`src/rtl/pipe_stage_reg.sv`:
```
// Inter-stage pipeline register: main entry plus optional skid entry, with flush, bubble squash and stall counter.
// Latency: 1 cycle from input transfer to out_valid. Backpressure: SKID=1 registered in_ready (skid absorbs one), SKID=0 combinational in_ready.
// Backpressure: out_ready low holds the head; upstream stalls once the stage is full.
module pipe_stage_reg #(
    parameter int DATA_W = 32,
    parameter int RD_W   = 5,
    parameter int CTRL_W = 12,
    parameter int SKID   = 1,
    parameter int CNT_W  = 16
) (
    input  logic              clock,
    input  logic              reset,
    input  logic              flush,
    input  logic              in_valid,
    output logic              in_ready,
    input  logic [DATA_W-1:0] in_alu_result,
    input  logic [DATA_W-1:0] in_data_read,
    input  logic [RD_W-1:0]   in_rd,
    input  logic [CTRL_W-1:0] in_ctrl,
    output logic              out_valid,
    input  logic              out_ready,
    output logic [DATA_W-1:0] out_alu_result,
    output logic [DATA_W-1:0] out_data_read,
    output logic [RD_W-1:0]   out_rd,
    output logic [CTRL_W-1:0] out_ctrl,
    output logic [CNT_W-1:0]  stall_count
);

    typedef struct packed {
        logic [DATA_W-1:0] alu_result;
        logic [DATA_W-1:0] data_read;
        logic [RD_W-1:0]   rd;
        logic [CTRL_W-1:0] ctrl;
    } entry_t;

    typedef enum logic [1:0] {
        ST_EMPTY = 2'd0,
        ST_ONE   = 2'd1,
        ST_FULL  = 2'd2
    } state_t;

    state_t           state_q;
    state_t           state_nxt;
    entry_t           main_q;
    entry_t           skid_q;
    entry_t           in_ent;
    logic [CNT_W-1:0] stall_q;
    logic             main_v;
    logic             skid_v;
    logic             accept;
    logic             load_main_in;
    logic             load_main_skid;
    logic             load_skid_in;

    assign in_ent = {in_alu_result, in_data_read, in_rd, in_ctrl};
    assign main_v = (state_q != ST_EMPTY);
    assign skid_v = (state_q == ST_FULL);

    // With a skid entry, in_ready is a pure decode of the state register.
    generate
        if (SKID != 0) begin : g_skid_rdy
            assign in_ready = !skid_v;
        end else begin : g_single_rdy
            assign in_ready = !main_v || out_ready;
        end
    endgenerate

    assign accept = in_valid && in_ready;

    always_comb begin
        state_nxt      = state_q;
        load_main_in   = 1'b0;
        load_main_skid = 1'b0;
        load_skid_in   = 1'b0;
        if (flush) begin
            state_nxt = ST_EMPTY;
        end else begin
            case (state_q)
                ST_EMPTY: begin
                    if (accept) begin
                        state_nxt    = ST_ONE;
                        load_main_in = 1'b1;
                    end
                end
                ST_ONE: begin
                    if (accept) begin
                        // Without a skid entry, accepting while full implies the head is leaving.
                        if (out_ready || (SKID == 0)) begin
                            load_main_in = 1'b1;
                        end else begin
                            state_nxt    = ST_FULL;
                            load_skid_in = 1'b1;
                        end
                    end else if (out_ready) begin
                        state_nxt = ST_EMPTY;
                    end
                end
                ST_FULL: begin
                    if (out_ready) begin
                        state_nxt      = ST_ONE;
                        load_main_skid = 1'b1;
                    end
                end
                default: state_nxt = ST_EMPTY;
            endcase
        end
    end

    always_ff @(posedge clock) begin
        if (reset) begin
            state_q <= ST_EMPTY;
            main_q  <= '0;
            skid_q  <= '0;
            stall_q <= '0;
        end else begin
            state_q <= state_nxt;
            if (load_main_in) begin
                main_q <= in_ent;
            end else if (load_main_skid) begin
                main_q <= skid_q;
            end
            if (load_skid_in) begin
                skid_q <= in_ent;
            end
            if (main_v && !out_ready && (stall_q != '1)) begin
                stall_q <= stall_q + CNT_W'(1);
            end
        end
    end

    // Payload holds while invalid; only rd and ctrl are squashed so bubbles carry no side effects.
    assign out_valid      = main_v;
    assign out_alu_result = main_q.alu_result;
    assign out_data_read  = main_q.data_read;
    assign out_rd         = main_v ? main_q.rd : '0;
    assign out_ctrl       = main_v ? main_q.ctrl : '0;
    assign stall_count    = stall_q;

endmodule
```
`config.mk`:
```
export PLATFORM = sky130hd
export DESIGN_NAME = pipe_stage_reg
export DESIGN_NICKNAME = d
export VERILOG_FILES = /design/src/rtl/pipe_stage_reg.sv
export SDC_FILE = /design/constraint.sdc
export NUM_CORES = 1
export LEC_CHECK = 0
export BUFFER_PORTS_ARGS = -buffer_cell sky130_fd_sc_hd__buf_4
export CORE_MARGIN = 8
export CORE_UTILIZATION = 30
export DETAILED_ROUTE_END_ITERATION = 8
export PLACE_DENSITY_LB_ADDON = 0.3
export SYNTH_ARGS = -nofsm -noshare
export SYNTH_HDL_FRONTEND = slang
export SYNTH_SLANG_ARGS = --single-unit
```
`constraint.sdc`:
```
create_clock -name clock -period 5.4 [get_ports clock]
set_clock_uncertainty 0.1 [all_clocks]
set_input_delay 1.08 -clock clock [delete_from_list [all_inputs] [get_ports clock]]
set_output_delay 1.08 -clock clock [all_outputs]
set_load 0.05 [all_outputs]
```
Word-level counts from Yosys, hierarchy flattened
Cells that the tools add are included.

operators by class
  $add $sub $neg = 1
  equality and inequality tests = 7
  multiplexer cells = 21
  reduce and logical (&&, ||, !) cells = 10

operator list
  operator                                                         number
  81-bit two-way mux                                               2
  16-bit by 1-bit adder with 16-bit output, second input constant  1
  16-bit != test, second input constant                            1
  12-bit two-way mux                                               1
  1-bit two-way mux                                                10
  2-bit two-way mux                                                5
  3-bit != test, second input constant                             2
  2-bit case mux with 3 select lines                               1
  5-bit two-way mux                                                1
  2-bit != test, second input constant                             2
  4-bit AND reduction                                              1
  2-bit nonzero test                                               2
  1-bit logical AND                                                3
  2-bit by 1-bit == test with 1-bit output, second input constant  1
  2-bit == test, second input constant                             1
  1-bit logical NOT                                                2
  2-bit logical NOT                                                1
  1-bit case mux with 2 select lines                               1
  2-bit OR reduction                                               1

word-level totals
  bits in registers = 180
  input port bits = 86
  output and inout port bits = 99
  logic and storage cells = 49

Depth between registers and ports, before layout
Gate-level depths: netlist of the first run.

  depth in word-level cells = 7
  mapped depth = 7
  gate-level depth less buffers = 5

Worst setup path before layout of the first run
OpenSTA, ideal clock, no wires.

  path type = reg2out
  start point = register state_q[1]
  end point = output port out_ctrl[10]
  data arrival time = 1,488 ps
  required time = 4,220 ps
  setup slack = 2,732 ps
  cell stages (with the launch flop) = 5
  path buffers = 2
  path through = dfxtp_1 buf_2 nor2_1 clkbuf_1 nor2b_1

between the ends
  longest elaborated chain between the ends = 2

RTL lines
  what                      line  RTL
  start: declaration        42    state_t state_q;
  start signal: assignment  116   state_q <= state_nxt;
  2-bit nonzero test        56    assign main_v = (state_q != ST_EMPTY);
  12-bit two-way mux        136   assign out_ctrl = main_v ? main_q.ctrl : '0;
  end: declaration          25    output logic [CTRL_W-1:0] out_ctrl,

Every way passes these cells.

Worst setup path in the final report of the first run
  start point = input port out_ready
  end point = register main_q (netlist bit out_data_read[16])

between the ends
  longest elaborated chain between the ends = 5
  elaborated cells on any way between the ends = 8
  those cells by class = mux: 7; reduce/logical: 1

RTL lines
  what                                                      line    RTL
  start: declaration                                        21      input logic out_ready,
  1-bit two-way mux *                                       88, 99
  1-bit two-way mux                                         86      if (accept) begin
  1-bit case mux with 2 select lines                        78      case (state_q)
  1-bit two-way mux                                         75      if (flush) begin
  81-bit two-way mux or 2-bit nonzero test (tied branches)  n/a
  end signal: assignment                                    118     main_q <= in_ent;
  end signal: assignment                                    120     main_q <= skid_q;
  end: declaration                                          44      entry_t main_q;

Every way passes the cells marked *; elsewhere a longest branch is shown, timed or not.
A chain may end at the register's enable or synchronous reset.

==> results of run 1 <==
-- worst max path at each step --
stage                             from                        endpoint  cells after the start
4_1_cts                      out_ready  out_data_read[21]$_SDFFE_PP0P_                      6
2_1_floorplan  state_q[1]$_SDFFE_PP0P_                    out_ctrl[10]                      4
3_3_place_gp                 out_ready   out_data_read[9]$_SDFFE_PP0P_                      6
6_report                     out_ready  out_data_read[16]$_SDFFE_PP0P_                      6
3_5_place_dp                 out_ready  out_data_read[13]$_SDFFE_PP0P_                      6
5_1_grt                      out_ready  out_data_read[14]$_SDFFE_PP0P_                      6
-- metrics by stage --
| stage | setup slack [ps] | utilization [%] | cell area, um2 | total power, mW |
|---|---|---|---|---|
| after floorplan | 2730 | - | 7580 | 1.63 |
| after global placement | 1910 | 34.5 | 8600 | 1.73 |
| after detailed placement | 1870 | 34.5 | 8600 | 1.73 |
| after CTS | 2300 | 36.6 | 9140 | 2.92 |
| after global routing | 2110 | 36.6 | 9140 | 3.00 |
| final | 2380 | 36.6 | 9140 | 2.86 |
-- power by group --
group	leakage, nW	switching (mW)	total, mW	internal, mW
Clock	0.260	0.535	1.17	0.636
Sequential	1.46	0.0191	1.38	1.36
Combinational	1.67	0.204	0.311	0.107
-- cell usage in the layout (no fill, tap or decap), drive strengths merged, types with 3 or more instances in the layout --
cell,synthesis,routed
nand2b,7,7
a211oi,4,4
or3,3,3
o21ai,3,3
inv,4,7
o31ai,5,5
dfxtp,180,180
nor2,5,5
a21oi,176,176
nor3,4,4
or4,5,5
a22oi,81,81
nor2b,23,23
nand4,3,3
clkinv,0,5
nand2,250,250
clkbuf,27,19
and2,3,3
clkinvlp,0,3
mux2,4,4
buf,104,191
nand3,5,5
-- state kept, by name, indices dropped and copies added (netlist names) --
| signal | count |
|---|---|
| main_q | 17 |
| out_alu_result | 32 |
| out_data_read | 32 |
| skid_q | 81 |
| stall_count | 16 |
| state_q | 2 |
-- cell type report --
class	instances	share of cell area (%)
clock inverter	12	1.18
clock buffer	19	4.74
inverter	4	0.164
multi-input combinational	599	34.3
tap	330	4.52
sequential	180	39.4
timing repair buffer	191	15.7
-- worst reg2reg max path, delay by kind of cell, from the launching register on --
family	cells	cell delay, ps
and+or+nand+nor	2	330
DFF	1	510
buffers and inverters	1	620
AOI/OAI and AO/OA	2	1090
-- metal layers --
metal	wire [um]	vias to the layer above	track usage (%)
li1	-	3204	-
met1	9740	2983	17.3
met2	9660	170	21.5
met3	1350	8	4.14
met4	166	0	3.50
met5	0	-	0
-- kinds of logic after synthesis --
| kind of cell | Yosys count | share of synthesized area (%) |
|---|---|---|
| AOI/OAI and AO/OA | 276 | 21.7 |
| and+or+nand+nor | 316 | 18.2 |
| DFF | 180 | 47.5 |
| muxes | 6 | 0.858 |
| buffers and inverters | 135 | 11.5 |
| adders and majority gates | 1 | 0.165 |
==> impl_metrics.yaml, run 1 <==
clock_network:
  htreeDepth: 4
  postCtsResizedCells: 0
  cts_post_setup_buffers_inserted: 0
  cts_hold_buf: 0
  clock_path_buffers: 2
  cts.sinks: 180
  clk_pin_slew_ps: 70
  cts_buffers: 17
  clock_latency_ps: 410
  cts_tree: "done"
  cts_root_buffer: "clkbuf_16"
worst_setup_path:
  endpoint_kind: "flip-flop"
  r2r_start: "state_q[0]$_SDFFE_PP0P_"
  critPathSlowestCell: "a21oi_4"
  slowest_delay_ps: 920
  crit_buf_inv: 2
  worstReg2RegEnd: "out_data_read[16]$_SDFFE_PP0P_"
  rr_worst_depth: 5
  crit_fanout: 44
  r2r_slack_ps: 2690
  required_ps: 5630
  crit_type: "primary input to flip-flop"
  path_cells: "buf_4, nand2b_1, a21oi_4, buf_4, nand2_1, a21oi_1"
  start_kind: "primary input"
  arrival_ps: 3260
  crit_path_frequent_cell: "buf_4"
  crit_family: "compound AO/OA/AOI/OAI gates"
global_routing:
  grt_overflow: 0
  grt_max_degree: 91
  grt_pass1_vias: 6193
  grt_pass1_wl_um: 33800
  grt_util_all_layers_pct: 13.4
  antenna_found_initial: 0
timing:
  worst-slew-pin-transition_ps: 1120
  fin_setup_tns_ps: 0
  slew_headroom_pct: 24.8
  finalCritPeriodShare_pct: 56.0
  period_needed_ps: 3020
  setup_viol: 0
  rsz0062_at_grt: "false"
  hold_violations: 0
  hold_slack_ps: 352
  finalMaxSlewViolations: 0
  fmaxAchievable_ghz: 0.331
cells_and_area:
  stdcell_count: 1335
  multi_input_area_mm2: 0.00313
  drive_gt1_share_pct: 23.2
  nFillCells: 2626
  seqCellArea_mm2: 0.00360
  num-nets-final: 1080
  diodes: 0
  area_delta_synth_final_pct: 20.6
drt:
  routed_wl_um: 20900
  viasPerCell: 4.77
  drc_errors: 0
  ant_nets: 0
  drt_iter0_drc: 385
  first_pass_iters: 4
  routedWlPerCell_um: 15.7
  dr_total_vias: 6365
hold_path:
  min_path_type: "flip-flop to flip-flop"
  hold_path_startpoint: "main_q[11]$_SDFFE_PP0P_"
  whs_endpoint: "main_q[11]$_SDFFE_PP0P_"
  hold_path_depth: 2
power_and_ir_drop:
  ir_drop_mv: 0.152
  p_per_area_mw_per_mm2: 313
  p_leak_nw: 3.39
logic_synthesis:
  synth_edf_count: 0
  synth_most_common_cell: "nand2_1"
  synth_common_cells: "248 x nand2_1, 180 x dfxtp_1, 175 x a21oi_1"
  synth_area_leader_cell: "dfxtp_1"
  seq_area_frac_synth_pct: 47.5
  synth_top_cell_area_share_pct: 47.5
  async_flop_share_pct: 0
  synth_cell_types: 42
  ys.flop_type: "dfxtp_1"
  syn_area_mm2: 0.00758
  synth_top_cells_by_area: "dfxtp_1 48%, nand2_1 12%, a21oi_1 12%"
  synthCells: 914
  ys_ff_latch: 180
  syn_nets: 1001
  yosysWarnings: 0
  syn_area_per_cell_um2: 8.29
placement:
  gp_congestion: 0.774
  placed_cells: 1304
  hpwl_um: 12800
  portBuffers: 184
status:
  status: "finished, final reports clean"
job:
  cap_viol_max_count: 0
floorplanning:
  die_h_um: 175
  fp.dieW_um: 175
  fp.coreArea_mm2: 0.0250
  die_area_mm2: 0.0306
  row_count: 58
  pin_count: 185
  start_util_pct: 30.4
No activity file was read; power rests on OpenSTA's default activity.
==> run 2, diff against run 1 <==
--- a/config.mk
+++ b/config.mk
@@ -5,6 +5,7 @@
 export SDC_FILE = /design/constraint.sdc
 export NUM_CORES = 1
 export LEC_CHECK = 0
+export ABC_AREA = 1
 export BUFFER_PORTS_ARGS = -buffer_cell sky130_fd_sc_hd__buf_4
 export CORE_MARGIN = 8
 export CORE_UTILIZATION = 30
==> constraint.sdc (replaced) <==
create_clock -name clock -period 3.2 [get_ports clock]
set_clock_uncertainty 0.1 [all_clocks]
set_input_delay 0.64 -clock clock [delete_from_list [all_inputs] [get_ports clock]]
set_output_delay 0.64 -clock clock [all_outputs]
set_load 0.05 [all_outputs]
==> run 2 against run 1 <==
- final cell count is 13% higher
- critical path type is now flip-flop to output port
- critical endpoint is now out_ctrl[4]
- cell area is 9.5% higher
- hold slack hardly changed
==> impl_metrics.yaml, run 2 <==
cells_and_area:
  stdcell_area_mm2: 0.0100
  seqCellArea_mm2: 0.00360
  largest_reg_flops: 81
  top_register: "skid_q"
  nFillCells: 2822
  diodes: 0
  drive_gt1_share_pct: 27.6
  area_delta_synth_final_pct: 22.1
  layout_common_cells: "192 x inv_1, 189 x buf_4, 180 x dfxtp_1"
  num-nets-final: 1237
  layout_commonest_cell: "inv_1"
  multi_input_area_mm2: 0.00306
logic_synthesis:
  yosysWarnings: 0
  synth_edf_count: 0
  ys_ff_latch: 180
  synth_top_cells_by_area: "dfxtp_1 44%, inv_1 8.8%, a21oi_2 8.5%"
  async_flop_share_pct: 0
  syn_area_per_cell_um2: 7.71
  synth_area_leader_cell: "dfxtp_1"
  synth_cell_types: 28
  synth_most_common_cell: "inv_1"
  ys.flop_type: "dfxtp_1"
  synth_top_cell_area_share_pct: 43.9
  syn_area_mm2: 0.00820
  seq_area_frac_synth_pct: 43.9
  synthCells: 1064
  synth_common_cells: "192 x inv_1, 180 x dfxtp_1, 121 x nor2_1"
  syn_nets: 1151
floorplanning:
  pin_count: 185
  row_count: 60
  fp.dieW_um: 181
  die_area_mm2: 0.0329
  die_h_um: 181
  fp.coreArea_mm2: 0.0269
  start_util_pct: 30.5
timing:
  setup_viol: 0
  rsz0062_at_grt: "false"
  worst-slew-pin-transition_ps: 1070
  finalMaxSlewViolations: 0
  finalCritPeriodShare_pct: 72.7
  slew_headroom_pct: 28.6
  period_needed_ps: 2330
  fmaxAchievable_ghz: 0.430
  fin_setup_tns_ps: 0
  hold_violations: 0
power_and_ir_drop:
  ir_drop_mv: 0.218
  p_leak_nw: 4.13
  p_int_mw: 3.91
  combPwrFrac_pct: 12.1
  clockPowerShare_pct: 43.4
  switchingPower_mw: 1.36
  pwr-share-seq_pct: 44.5
  p_per_area_mw_per_mm2: 527
  sw_frac_of_total_pct: 25.8
global_routing:
  grt_pass1_wl_um: 35400
  grt_max_degree: 95
  grt_util_all_layers_pct: 13.2
  grt_overflow: 0
  grt_pass1_vias: 6664
  antenna_found_initial: 0
hold_path:
  hold_path_startpoint: "skid_q[33]$_SDFFE_PP0P_"
  min_path_type: "flip-flop to flip-flop"
  hold_path_depth: 2
  whs_endpoint: "skid_q[33]$_SDFFE_PP0P_"
clock_network:
  cts.sinks: 180
  clock_path_buffers: 2
  cts_post_setup_buffers_inserted: 0
  cts_hold_buf: 0
  clock_latency_ps: 410
  cts_buffers: 17
  cts_root_buffer: "clkbuf_16"
  postCtsResizedCells: 0
  cts_tree: "done"
  clk_pin_slew_ps: 70
  htreeDepth: 4
placement:
  portBuffers: 184
  hpwl_um: 14300
  place_area_mm2: 0.00937
  gp_congestion: 0.787
worst_setup_path:
  arrival_ps: 1590
  start_kind: "flip-flop"
  rr_worst_depth: 6
  slowest_delay_ps: 480
  crit_type: "flip-flop to output port"
  endpoint_kind: "output port"
  crit_path_frequent_cell: "buf_4"
  required_ps: 2460
  r2r_start: "state_q[0]$_SDFFE_PP0P_"
  worstReg2RegEnd: "main_q[0]$_SDFFE_PP0P_"
  r2r_slack_ps: 1000
  critPathSlowestCell: "dfxtp_1"
  crit_fanout: 17
  path_cells: "nor2_2, buf_4, nor2_1, buf_4"
job:
  cap_viol_max_count: 0
drt:
  viasPerCell: 4.55
  routedWlPerCell_um: 14.7
  drc_errors: 0
  dr_total_vias: 6837
  ant_nets: 0
  first_pass_iters: 4
  routed_wl_um: 22100
  drt_iter0_drc: 338
status:
  status: "finished, final reports clean"
==> run 2: cell types whose count changed in the layout (fill, tap and decap cells not counted), moves of 6 or more <==
| cell | before | now |
|---|---|---|
| inv_1 | 4 | 192 |
| nand2_1 | 248 | 63 |
| nor2_1 | 5 | 121 |
| a22oi_1 | 81 | 0 |
| o22ai_1 | 0 | 81 |
| a21oi_2 | 0 | 80 |
| a21oi_1 | 175 | 96 |
| o21ai_0 | 3 | 62 |
| o21ai_1 | 0 | 25 |
| nor2b_1 | 23 | 0 |
| nand2b_1 | 7 | 0 |
| buf_12 | 0 | 6 |
==> run 2: per-layer routing <==
metal	global-route usage [%]	share of wire, %
met1	16.5	47
met2	21.7	46
met3	3.85	5.5
met4	3.67	1.5
met5	0	0
==> run 2: worst max path at each step <==
stage                            start                       to  depth (start not counted)
2_1_floorplan  state_q[0]$_SDFFE_PP0P_             out_ctrl[10]                          4
3_3_place_gp                  in_valid  skid_q[34]$_SDFFE_PP0P_                          7
3_5_place_dp                  in_valid  skid_q[40]$_SDFFE_PP0P_                          7
4_1_cts        state_q[0]$_SDFFE_PP0P_              out_ctrl[4]                          4
5_1_grt        state_q[0]$_SDFFE_PP0P_              out_ctrl[4]                          4
6_report       state_q[0]$_SDFFE_PP0P_              out_ctrl[4]                          4
==> run 2: power by group through the flow <==
stage	Sequential (mW)	Combinational (mW)	Clock, mW
detailed placement	2.40	0.646	0
global route	2.35	0.692	2.46
global placement	2.40	0.641	0
CTS	2.35	0.647	2.37
floorplan	2.39	0.465	0
finish	2.35	0.637	2.29
==> run 2: layout make-up <==
| cell class | instances | area share (%) |
|---|---|---|
| clock buffers | 21 | 4.70 |
| clock inverters | 11 | 1.70 |
| inverters | 198 | 7.45 |
| multi-input cells | 558 | 30.5 |
| flip-flops and latches | 180 | 36.0 |
| well taps | 341 | 4.26 |
| repair buffers | 195 | 15.4 |
==> run 2: cells by family after synthesis <==
kind of cell | Yosys count | synth area share, %
AOI/OAI and AO/OA | 347 | 26.2
xor gates and xnor gates | 6 | 0.641
adders and majority gates | 1 | 0.153
buffers and inverters | 326 | 19.1
DFF | 180 | 43.9
and+or+nand+nor | 204 | 10.0
==> run 2: critical path, delay by kind of cell, from the launching register on <==
| family | cells | cell delay, ps |
|---|---|---|
| flops | 1 | 480 |
| buf+inv | 2 | 440 |
| simple gates | 2 | 250 |
==> run 2: per-stage QoR <==
| step | setup slack (ps) | power, mW | hold WS [ps] | utilization (%) | instances |
|---|---|---|---|---|---|
| detailed placement | 634 | 3.04 | 344 | 34.9 | 1472 |
| CTS | 842 | 5.36 | 355 | 37.3 | 1504 |
| floorplan | 1100 | 2.85 | 330 | - | 1064 |
| global route | 794 | 5.50 | 364 | 37.3 | 1504 |
| finish | 873 | 5.27 | 352 | 37.3 | 1504 |
| global placement | 654 | 3.04 | 339 | 34.9 | 1472 |
==> run 3, diff against run 2 <==
--- a/config.mk
+++ b/config.mk
@@ -5,7 +5,7 @@
 export SDC_FILE = /design/constraint.sdc
 export NUM_CORES = 1
 export LEC_CHECK = 0
-export ABC_AREA = 1
+export ABC_AREA = 0
 export BUFFER_PORTS_ARGS = -buffer_cell sky130_fd_sc_hd__buf_4
 export CORE_MARGIN = 8
 export CORE_UTILIZATION = 30
==> constraint.sdc (replaced) <==
create_clock -name clock -period 2.1 [get_ports clock]
set_clock_uncertainty 0.1 [all_clocks]
set_input_delay 0.42 -clock clock [delete_from_list [all_inputs] [get_ports clock]]
set_output_delay 0.42 -clock clock [all_outputs]
set_load 0.05 [all_outputs]
==> run 3 against run 2 <==
- wire length is 4.6% lower
- cell area fell by 5.3%
- register-to-register slack got worse by 810 ps
- via count fell by 6.6%
- hold slack got worse by 210 ps
- sequential share of layout area up 2.0 points
- utilization increased by 0.72 points
- largest cell class unchanged
- critical path depth did not move
- total power rose by 49%
- combinational power up 30%
- largest power group unchanged
==> impl_metrics.yaml, run 3 (same netlist as run 1, synthesis figures left out) <==
status:
  status: "finished, final reports clean"
clock_network:
  clock_latency_ps: 420
  cts_hold_buf: 0
  clock_path_buffers: 2
  clk_pin_slew_ps: 60
  cts_root_buffer: "clkbuf_16"
  postCtsResizedCells: 2
  cts.sinks: 180
  cts_buffers: 17
  htreeDepth: 4
  cts_tree: "done"
  cts_post_setup_buffers_inserted: 0
worst_setup_path:
  crit_type: "flip-flop to output port"
  critPathSlowestCell: "dfxtp_2"
  endpoint_kind: "output port"
  crit_path_frequent_cell: "buf_4"
  r2r_start: "stall_count[0]$_SDFFE_PP0P_"
  crit_fanout: 18
  slowest_delay_ps: 410
  startpoint: "state_q[1]$_SDFFE_PP0P_"
  crit_buf_inv: 2
  crit_family: "buffers and inverters"
  path_cells: "nor2_1, buf_4, nor2b_1, buf_4"
  required_ps: 1580
  start_kind: "flip-flop"
  arrival_ps: 1480
global_routing:
  grt_pass1_wl_um: 33600
  grt_overflow: 0
  grt_max_degree: 94
  grt_util_all_layers_pct: 13.4
  grt_pass1_vias: 6105
  antenna_found_initial: 0
floorplanning:
  die_area_mm2: 0.0306
  row_count: 58
  fp.dieW_um: 175
  start_util_pct: 30.4
  pin_count: 185
  fp.coreArea_mm2: 0.0250
  die_h_um: 175
timing:
  rsz0062_at_grt: "true"
  hold_violations: 0
  slew_headroom_pct: 49.7
  setup_viol: 0
  fmaxAchievable_ghz: 0.499
  finalMaxSlewViolations: 0
  worst_slack_ps: 96.5
  period_needed_ps: 2000
  finalCritPeriodShare_pct: 95.4
  worst-slew-pin-transition_ps: 754
power_and_ir_drop:
  p_per_area_mw_per_mm2: 831
  ir_drop_mv: 0.501
  total_power_mw: 7.88
  p_leak_nw: 3.56
drt:
  drt_iter0_drc: 395
  first_pass_iters: 4
  ant_nets: 0
  wl_met3_um: 1120
  viasPerCell: 4.75
  routedWlPerCell_um: 15.7
  routed_wl_um: 21100
  wl_met1_um: 10100
  topRoutingLayerUsed: "met4"
  dr_total_vias: 6383
  drc_errors: 0
  met2_length_um: 9710
cells_and_area:
  nFillCells: 2591
  area_delta_synth_final_pct: 25.1
  drive_gt1_share_pct: 24.4
  largest_reg_flops: 81
  layout_commonest_cell: "nand2_1"
  top_register: "skid_q"
  fin_util_pct: 38.0
  num-nets-final: 1088
  layout_common_cells: "248 x nand2_1, 184 x buf_4, 178 x dfxtp_1"
placement:
  portBuffers: 184
  hpwl_um: 13100
  pre_cts_ws_ps: 99.3
  gp_congestion: 0.739
hold_path:
  min_path_type: "primary input to flip-flop"
  hold_path_startpoint: "out_ready"
job:
  cap_viol_max_count: 0
## run 3: changes by cell type in the layout (fill, tap and decap cells not counted), moves of 6 or more
cell	before	now
inv_1	192	4
nand2_1	63	248
nor2_1	121	5
a22oi_1	0	81
o22ai_1	81	0
a21oi_2	80	0
a21oi_1	96	175
o21ai_0	62	3
o21ai_1	25	0
nor2b_1	0	21
nand2b_1	0	7
buf_12	6	12
## run 3: final timing paths
check | endpoint | slack [ps] | cells past startpoint
setup / recovery | out_rd[3] | 100 | 4
hold / removal | state_q[1]$_SDFFE_PP0P_ | 150 | 2
setup reg to reg | stall_count[11]$_SDFFE_PP0P_ | 190 | 6
hold reg to reg | main_q[6]$_SDFFE_PP0P_ | 350 | 2
## run 3: final cells by class
cell class                      count  area [um2]  area share (%)
Sequential cell                   180        3610            38.0
Multi-Input combinational cell    599        3140            33.1
Clock inverter                     12         190            2.01
Tap cell                          330         413            4.35
Timing Repair Buffer              199        1660            17.5
Clock buffer                       20         457            4.82
Antenna cell                        1        2.50          0.0264
Inverter                            4        15.0           0.158
## run 3: stage by stage
step / TNS, ps / instance area (um2) / instances / hold WS [ps]
2_1_floorplan: 0 / 7580 / 914 / 332
3_3_place_gp: 0 / 8810 / 1312 / 339
3_5_place_dp: 0 / 8810 / 1312 / 342
4_1_cts: 0 / 9460 / 1344 / 111
5_1_grt: -0.894 / 9480 / 1344 / 122
6_report: 0 / 9480 / 1345 / 146
## run 3: power breakdown
part           internal (mW)  switching [mW]
registers               3.50          0.0496
logic                  0.299           0.530
clock network           2.09            1.41
total                   5.89            1.99
## run 3: routing by layer
| layer | track usage, % | up-vias |
|---|---|---|
| met5 | 0 | - |
| met4 | 3.78 | 0 |
| met3 | 3.93 | 8 |
| met2 | 21.2 | 141 |
| met1 | 17.5 | 2995 |
| li1 | - | 3239 |
